[config.mk]
export PLATFORM = sky130hd
export DESIGN_NAME = change_dispenser
export DESIGN_NICKNAME = d
export VERILOG_FILES = /design/src/rtl/change_dispenser.sv
export SDC_FILE = /design/constraint.sdc
export NUM_CORES = 1
export LEC_CHECK = 0
export CORE_UTILIZATION = 49
export CTS_CLUSTER_DIAMETER = 150
export CTS_CLUSTER_SIZE = 30
export DETAILED_ROUTE_END_ITERATION = 16
export PLACE_DENSITY = 0.73
export SLEW_MARGIN = 10
export SYNTH_ARGS = -nofsm -noshare
export SYNTH_HDL_FRONTEND = slang
export SYNTH_SLANG_ARGS = --single-unit
[constraint.sdc]
create_clock -name clk -period 2.2 [get_ports clk]
set_input_delay 0.33 -clock clk [delete_from_list [all_inputs] [get_ports clk]]
set_output_delay 0.33 -clock clk [all_outputs]
set_load 0.01 [all_outputs]
[src/rtl/change_dispenser.sv]
// Output stage behind the vending controller: queues completed sales and pays each one
// as a soda-release handshake followed by one nickel-ejector handshake per nickel.
module change_dispenser #(
    parameter int DEPTH = 4,
    parameter int PW    = $clog2(DEPTH + 1)
) (
    input  logic          clk,
    input  logic          rst,
    input  logic          soda_in,
    input  logic [2:0]    change_in,
    output logic          soda_req,
    input  logic          soda_ack,
    output logic          nickel_req,
    input  logic          nickel_ack,
    output logic          busy,
    output logic [PW-1:0] pending,
    output logic          overflow,
    output logic          code_err
);

    localparam int AW = $clog2(DEPTH);
    localparam logic [PW-1:0] FULL  = PW'(DEPTH);
    localparam logic [PW-1:0] ONE   = PW'(1);
    localparam logic [AW-1:0] STEP  = AW'(1);

    typedef enum logic [2:0] {
        IDLE = 3'd0,
        LOAD = 3'd1,
        SODA = 3'd2,
        COIN = 3'd3,
        GAP  = 3'd4
    } state_t;

    // Codes above 4 are not legal change amounts; they pay nothing.
    function automatic logic [2:0] code_to_nickels(input logic [2:0] code);
        if (code > 3'd4) begin
            return 3'd0;
        end else begin
            return code;
        end
    endfunction

    function automatic logic code_is_bad(input logic [2:0] code);
        return (code > 3'd4);
    endfunction

    logic [2:0]    mem [DEPTH];
    logic [AW-1:0] wr_ptr;
    logic [AW-1:0] rd_ptr;
    logic [PW-1:0] count;
    logic [PW-1:0] count_next;
    state_t        state;
    state_t        state_next;
    logic [2:0]    rem;
    logic [2:0]    rem_next;
    logic          pop;
    logic          push;
    logic          drop;

    assign pending = count;

    // Queue push/pop decisions; a pop frees a slot for a same-cycle push.
    always_comb begin
        pop  = (state == IDLE) && (count != {PW{1'b0}});
        push = soda_in && ((count != FULL) || pop);
        drop = soda_in && !push;
    end

    // Occupancy bookkeeping.
    always_comb begin
        count_next = count;
        case ({push, pop})
            2'b10:   count_next = count + ONE;
            2'b01:   count_next = count - ONE;
            default: count_next = count;
        endcase
    end

    // Service sequencer: next state and remaining-nickel count.
    always_comb begin
        state_next = state;
        rem_next   = rem;
        case (state)
            IDLE: begin
                if (pop) begin
                    rem_next   = mem[rd_ptr];
                    state_next = LOAD;
                end else begin
                    state_next = IDLE;
                end
            end
            LOAD: state_next = SODA;
            SODA: begin
                if (soda_ack) begin
                    state_next = (rem == 3'd0) ? IDLE : COIN;
                end else begin
                    state_next = SODA;
                end
            end
            COIN: begin
                if (nickel_ack) begin
                    rem_next   = rem - 3'd1;
                    state_next = (rem == 3'd1) ? IDLE : GAP;
                end else begin
                    state_next = COIN;
                end
            end
            GAP:     state_next = COIN;
            default: state_next = IDLE;
        endcase
    end

    // Queue storage; contents are only meaningful below the occupancy count.
    always_ff @(posedge clk) begin
        if (push) begin
            mem[wr_ptr] <= code_to_nickels(change_in);
        end
    end

    // Control state, pointers, registered outputs and sticky flags.
    always_ff @(posedge clk) begin
        if (rst) begin
            state      <= IDLE;
            rem        <= 3'd0;
            wr_ptr     <= {AW{1'b0}};
            rd_ptr     <= {AW{1'b0}};
            count      <= {PW{1'b0}};
            soda_req   <= 1'b0;
            nickel_req <= 1'b0;
            busy       <= 1'b0;
            overflow   <= 1'b0;
            code_err   <= 1'b0;
        end else begin
            state      <= state_next;
            rem        <= rem_next;
            count      <= count_next;
            soda_req   <= (state_next == SODA);
            nickel_req <= (state_next == COIN);
            busy       <= (state_next != IDLE) || (count_next != {PW{1'b0}});
            if (push) begin
                wr_ptr <= wr_ptr + STEP;
            end
            if (pop) begin
                rd_ptr <= rd_ptr + STEP;
            end
            if (drop) begin
                overflow <= 1'b1;
            end
            if (push && code_is_bad(change_in)) begin
                code_err <= 1'b1;
            end
        end
    end

endmodule
==> metrics.csv, run 1 <==
metric,value,unit
cp-end-kind,register,
r2r_setup_slack,0.08,ns
slew_headroom,52.6,%
clkTransAtPathRegs,0.11,ns
drtIter0Drc,48,
first_global_vias,1174,
vias,1180,
synthCells,143,
ir_worst_vdd,0.000669,V
hp-class,register to register,
slowest_stage,fa_2,
ys_seq_elements,32,
drive_gt1_share,19.9,%
timing.rr.start,state[2]$_SDFF_PP0_,
report.final.slew_viol_count,0,
grt_max_degree,20,
core.rowCount,20,
grt_pass1_wl,5.27,mm
worstSetupPathType,register to register,
synth_top_family_by_area,simple AND/OR/NAND/NOR gates,
dp_hpwl,2.30,mm
regArea,763,um^2
hold_start,overflow$_SDFFE_PP0P_,
cts-buffers-inserted,5,
placed_area,1850,um^2
cap_violations,0,
clk_latency,0.33,ns
antenna_cells,0,
p_leak,0.000698,uW
nets,186,
synth-seq-area-share,48.1,%
fin_setup_tns,0,ns
syn_to_final_growth,21.7,%
setup_viol_count_final,0,
syn_nets,159,
multi_input_area,787,um^2
clock_sinks,32,
slowest_delay,0.55,ns
hold-path-endpoint,overflow$_SDFFE_PP0P_,
grt_antenna_before_repair,0,
h-tree-depth,2,
status,"complete, no violations",
groute.usage.overall,20.8,%
synth_xor_xnor_area_share,2.77,%
drt-vias-per-instance,5.49,
clockBufferDepth,2,
ant_nets,0,
core_area,3050,um^2
io-pin-count,16,
finish.instance_area,1920,um^2
muxShareOfSynthArea,5.54,%
port_buffers,15,
min_period,2.12,ns
drc,0,
yosys_warnings,0,
synth_adder_area_share,6.80,%
worst_pin_slew,0.709,ns
hold-path-cell-count,2,
die_x,58.8,um
wl_per_cell,14.1,um
critPathLaunchType,register,
die-area,3460,um^2
rsz0062_at_grt,false,
r2r_end,busy$_SDFF_PP0_,
fmax,472,MHz
grt_overflow,0,
ys.flop_type,dfxtp_1,
die_h,58.8,um
power_density,1280,nW/um^2
path_max_fanout,2,
arrival,2.31,ns
rr_worst_depth,8,
required,2.39,ns
wl,3.02,mm
dr.pass1.iters,4,
synth_compound_area_share,14.2,%
min_period_over_period,96.3,%
fin_skew,0.0102,ns
synthesis.area,1580,um^2
initial_core_util,51.8,%
synth-simple-area-share,18.7,%
async_flop_share,0,%
finalHoldViolCount,0,
synth_edf_count,12,
cts_root_buffer,clkbuf_4,
gp_congestion,0.808,
syn_avg_cell_area,11.1,um^2
synthDistinctLibCells,48,
nFillCells,266,
crit_chain,"or3_4, nor2_4, nand2_1, fa_2, nand2b_1, o41ai_1, a211o_1, a41oi_2",
cts_tree,yes,
how the worst max path moves through the flow:
stage	start	end	cells after the start
3_5_place_dp	soda_in	busy$_SDFF_PP0_	8
3_3_place_gp	soda_in	busy$_SDFF_PP0_	8
2_1_floorplan	state[0]$_SDFF_PP0_	busy$_SDFF_PP0_	10
5_1_grt	state[2]$_SDFF_PP0_	busy$_SDFF_PP0_	8
4_1_cts	state[2]$_SDFF_PP0_	busy$_SDFF_PP0_	8
6_report	state[2]$_SDFF_PP0_	busy$_SDFF_PP0_	8
flip-flops by register name (all words and copies together) (netlist names), named ones only:
| register | count |
|---|---|
| soda_req | 1 |
| nickel_req | 1 |
| overflow | 1 |
| rem | 3 |
| busy | 1 |
| mem | 12 |
| code_err | 1 |
| state | 3 |
| wr_ptr | 2 |
| rd_ptr | 2 |
| pending | 3 |
per-layer routing:
metal  routed length [um]  up-vias  GRT usage, %
met4                   50        0          7.48
met2                 1540       37          34.6
met1                 1270      564          25.4
met5                    0        -             0
met3                  165        6          6.59
li1                     -      573             -
cells by family (layout without fill, tap and decap cells):
logic type	Yosys count	in the layout
simple gates	51	51
flops	32	32
compound gates	28	28
buf+inv	14	42
fa+ha+maj	8	8
xor+xnor	5	5
mux	5	5
worst max-delay path, delay by kind of cell, from the launching register on:
| kind | cells | cell delay (ns) |
|---|---|---|
| simple gates | 4 | 0.70 |
| compound gates | 3 | 0.40 |
| flops | 1 | 0.33 |
| fa+ha+maj | 1 | 0.55 |
cells in the mapped netlist, drive strengths merged (2+ instances only):
master	number	area, um^2
and2	5	31.3
edfxtp	12	360
inv	8	30.0
nor3	5	35.0
o21a	2	15.0
o22ai	2	12.5
mux2i	2	20.0
nor3b	4	30.0
nand2b	4	25.0
clkbuf	2	7.51
buf	4	25.0
dfxtp	20	400
nor2	19	71.3
nor2b	4	25.0
a41oi	2	25.0
or3	2	12.5
mux4	3	67.6
xnor2	4	35.0
o21ai	4	23.8
ha	7	87.6
a21oi	6	30.0
cell usage in the layout, fill, tap and decap left out, drive strengths merged, types with 2 or more instances in the layout:
cell type      count
o22ai              2
a41oi              2
ha                 7
nor3               5
xnor2              4
dfxtp             20
and2               5
clkinvlp           2
clkdlybuf4s50     15
nor2b              4
clkbuf             5
nor3b              4
a21oi              6
nor2              19
edfxtp            12
mux2i              2
buf               11
mux4               3
o21ai              4
or3                2
o21a               2
nand2b             4
inv                8
through the flow:
| stage | power (uW) | utilization (%) | hold WS [ns] | instances | setup slack, ns |
|---|---|---|---|---|---|
| after detailed placement | 2100 | 60.6 | 0.473 | 206 | -0.155 |
| final | 2470 | 63.0 | 0.486 | 215 | 0.0822 |
| after global placement | 2050 | 60.6 | 0.451 | 206 | -0.0877 |
| after floorplan | 1730 | - | 0.478 | 143 | 0.00287 |
| after CTS | 2450 | 62.6 | 0.496 | 214 | 0.0317 |
| after global routing | 2660 | 63.0 | 0.525 | 215 | 0.00237 |
what timing repair did:
action | in CTS | in global routing
hold buffers | 0 | 0
setup buffers | 0 | 1
endpoints found under the setup margin | 1 | 2
pin swaps | 0 | 3
resized for setup | 1 | 3
area by class of cell:
type                       count  area share (%)
sequential                    32            39.7
clock buffer                   5            1.95
clock inverter                 3           0.975
tap                           44            2.86
inverter                       8            1.56
multi-input combinational     97            40.9
timing repair buffer          26            12.1
report_power, final:
part           switching, uW  internal, uW  leakage, uW
Combinational            660           652     0.000395
Sequential              90.7           742     0.000277
Clock                    207           120    0.0000249
Total                    957          1510     0.000698
Power figures use the tool's default switching activity.
==> inputs of run 2 (changes only) <==
CORE_UTILIZATION = 50   (was 49)
HOLD_SLACK_MARGIN = 0.12   (was default)
PLACE_DENSITY = 0.74   (was 0.73)
SLEW_MARGIN = default   (was 10)
==> metrics.csv, run 2 (same netlist as run 1, synthesis figures left out) <==
metric,value,unit
status,"complete, no violations",
die_x,58.2,um
vias,1145,
setup_viol_count_final,0,
path_max_fanout,2,
port_buffers,15,
core_area,3030,um^2
fmax,473,MHz
hold_start,overflow$_SDFFE_PP0P_,
top_register,mem,
clk_latency,0.34,ns
ant_nets,0,
holdBufCountCts,0,
rsz0062_at_grt,true,
h-tree-depth,2,
die-area,3390,um^2
worst_pin_slew,0.712,ns
placed_area,1850,um^2
worstSetupPathType,register to register,
r2r_end,busy$_SDFF_PP0_,
cts_root_buffer,clkbuf_4,
grt_max_degree,20,
nets,186,
first_global_vias,1134,
hp-class,register to register,
hold-path-endpoint,overflow$_SDFFE_PP0P_,
min_period_over_period,96.0,%
grt_antenna_before_repair,0,
timing.rr.start,pending[1]$_SDFF_PP0_,
syn_to_final_growth,22.2,%
min_period,2.11,ns
dp_hpwl,2.14,mm
cap_violations,0,
rr_worst_depth,8,
worst_slack,0.0873,ns
groute.usage.overall,20.3,%
antenna_cells,0,
grt_overflow,0,
wl,2.91,mm
clockBufferDepth,2,
finish.instance_area,1930,um^2
slew_headroom,52.4,%
wl_per_cell,13.5,um
pre_cts_slack,-0.152,ns
drt-vias-per-instance,5.33,
hold-path-cell-count,2,
largest_reg_flops,12,
drc,0,
cp-end-kind,register,
initial_core_util,52.2,%
die_h,58.2,um
core.rowCount,20,
fin_skew,0.00786,ns
drive_gt1_share,21.1,%
clkTransAtPathRegs,0.11,ns
power_density,1280,nW/um^2
critPathLaunchType,register,
p_leak,0.000701,uW
r2r_setup_slack,0.09,ns
arrival,2.38,ns
gp_congestion,0.781,
dr.pass1.iters,4,
clock_sinks,32,
grt_pass1_wl,5.06,mm
finalHoldViolCount,0,
ir_worst_vdd,0.000792,V
required,2.46,ns
io-pin-count,16,
report.final.slew_viol_count,0,
drtIter0Drc,37,
cts_tree,yes,
mostFrequentLayoutCells,"18 x nor2_1, 18 x dfxtp_1, 15 x clkdlybuf4s50_1, 12 x edfxtp_1, 11 x buf_4",
cts-buffers-inserted,5,
==> run 2: routing by layer <==
metal | up-vias | GRT usage, % | part of all wire [%]
met5 | - | 0 | 0
met4 | 0 | 7.82 | 1.5
met3 | 5 | 6.70 | 4.1
met2 | 20 | 32.8 | 49
met1 | 547 | 25.3 | 46
li1 | 573 | - | -
==> run 2: what timing repair did <==
action,CTS,global route
gates resized for setup,0,5
setup endpoints to repair,0,3
buffers inserted,0,1
==> run 2: worst max path at each step <==
stage	start	to
after global placement	soda_in	busy$_SDFF_PP0_
final	pending[1]$_SDFF_PP0_	busy$_SDFF_PP0_
after CTS	state[2]$_SDFF_PP0_	busy$_SDFF_PP0_
after floorplan	state[0]$_SDFF_PP0_	busy$_SDFF_PP0_
after global routing	pending[1]$_SDFF_PP0_	busy$_SDFF_PP0_
after detailed placement	soda_in	busy$_SDFF_PP0_
==> run 2: report_power, final <==
group	switching [uW]	total, uW	leakage [uW]	internal (uW)
Sequential	92.3	835	0.000277	742
Combinational	646	1300	0.000396	654
Clock	216	342	0.0000274	126
Total	954	2480	0.000701	1520
==> run 2: critical path, stage by stage (launching register included) <==
cell	delay, ns
dfxtp_2	0.35
nor3_4	0.24
nor2_4	0.06
nand2_2	0.08
fa_2	0.20
or4b_4	0.47
o32a_1	0.30
o221a_1	0.23
a41oi_2	0.12
==> run 2: area by class of cell <==
type,instances,area [um^2]
Inverter,8,30.0
Clock buffer,5,37.5
Timing Repair Buffer,26,233
Multi-Input combinational cell,97,790
Sequential cell,32,763
Fill cell,260,1100
Clock inverter,3,23.8
Tap cell,44,55.1
==> run 2: stage by stage <==
| step | total power (uW) | TNS [ns] | hold WS, ns | utilization, % | std cells |
|---|---|---|---|---|---|
| floorplan | 1730 | 0 | 0.478 | - | 143 |
| global placement | 2050 | -0.123 | 0.450 | 61.1 | 206 |
| detailed placement | 2090 | -0.261 | 0.472 | 61.1 | 206 |
| CTS | 2430 | 0 | 0.496 | 63.1 | 214 |
| global route | 2670 | -0.0281 | 0.526 | 63.8 | 215 |
| finish | 2480 | 0 | 0.487 | 63.8 | 215 |
==> inputs of run 3 (changes only) <==
TNS_END_PERCENT = 1   (was default)
==> results of run 3 <==
No change in the layout: final DEF, timing and power equal those of run 2.
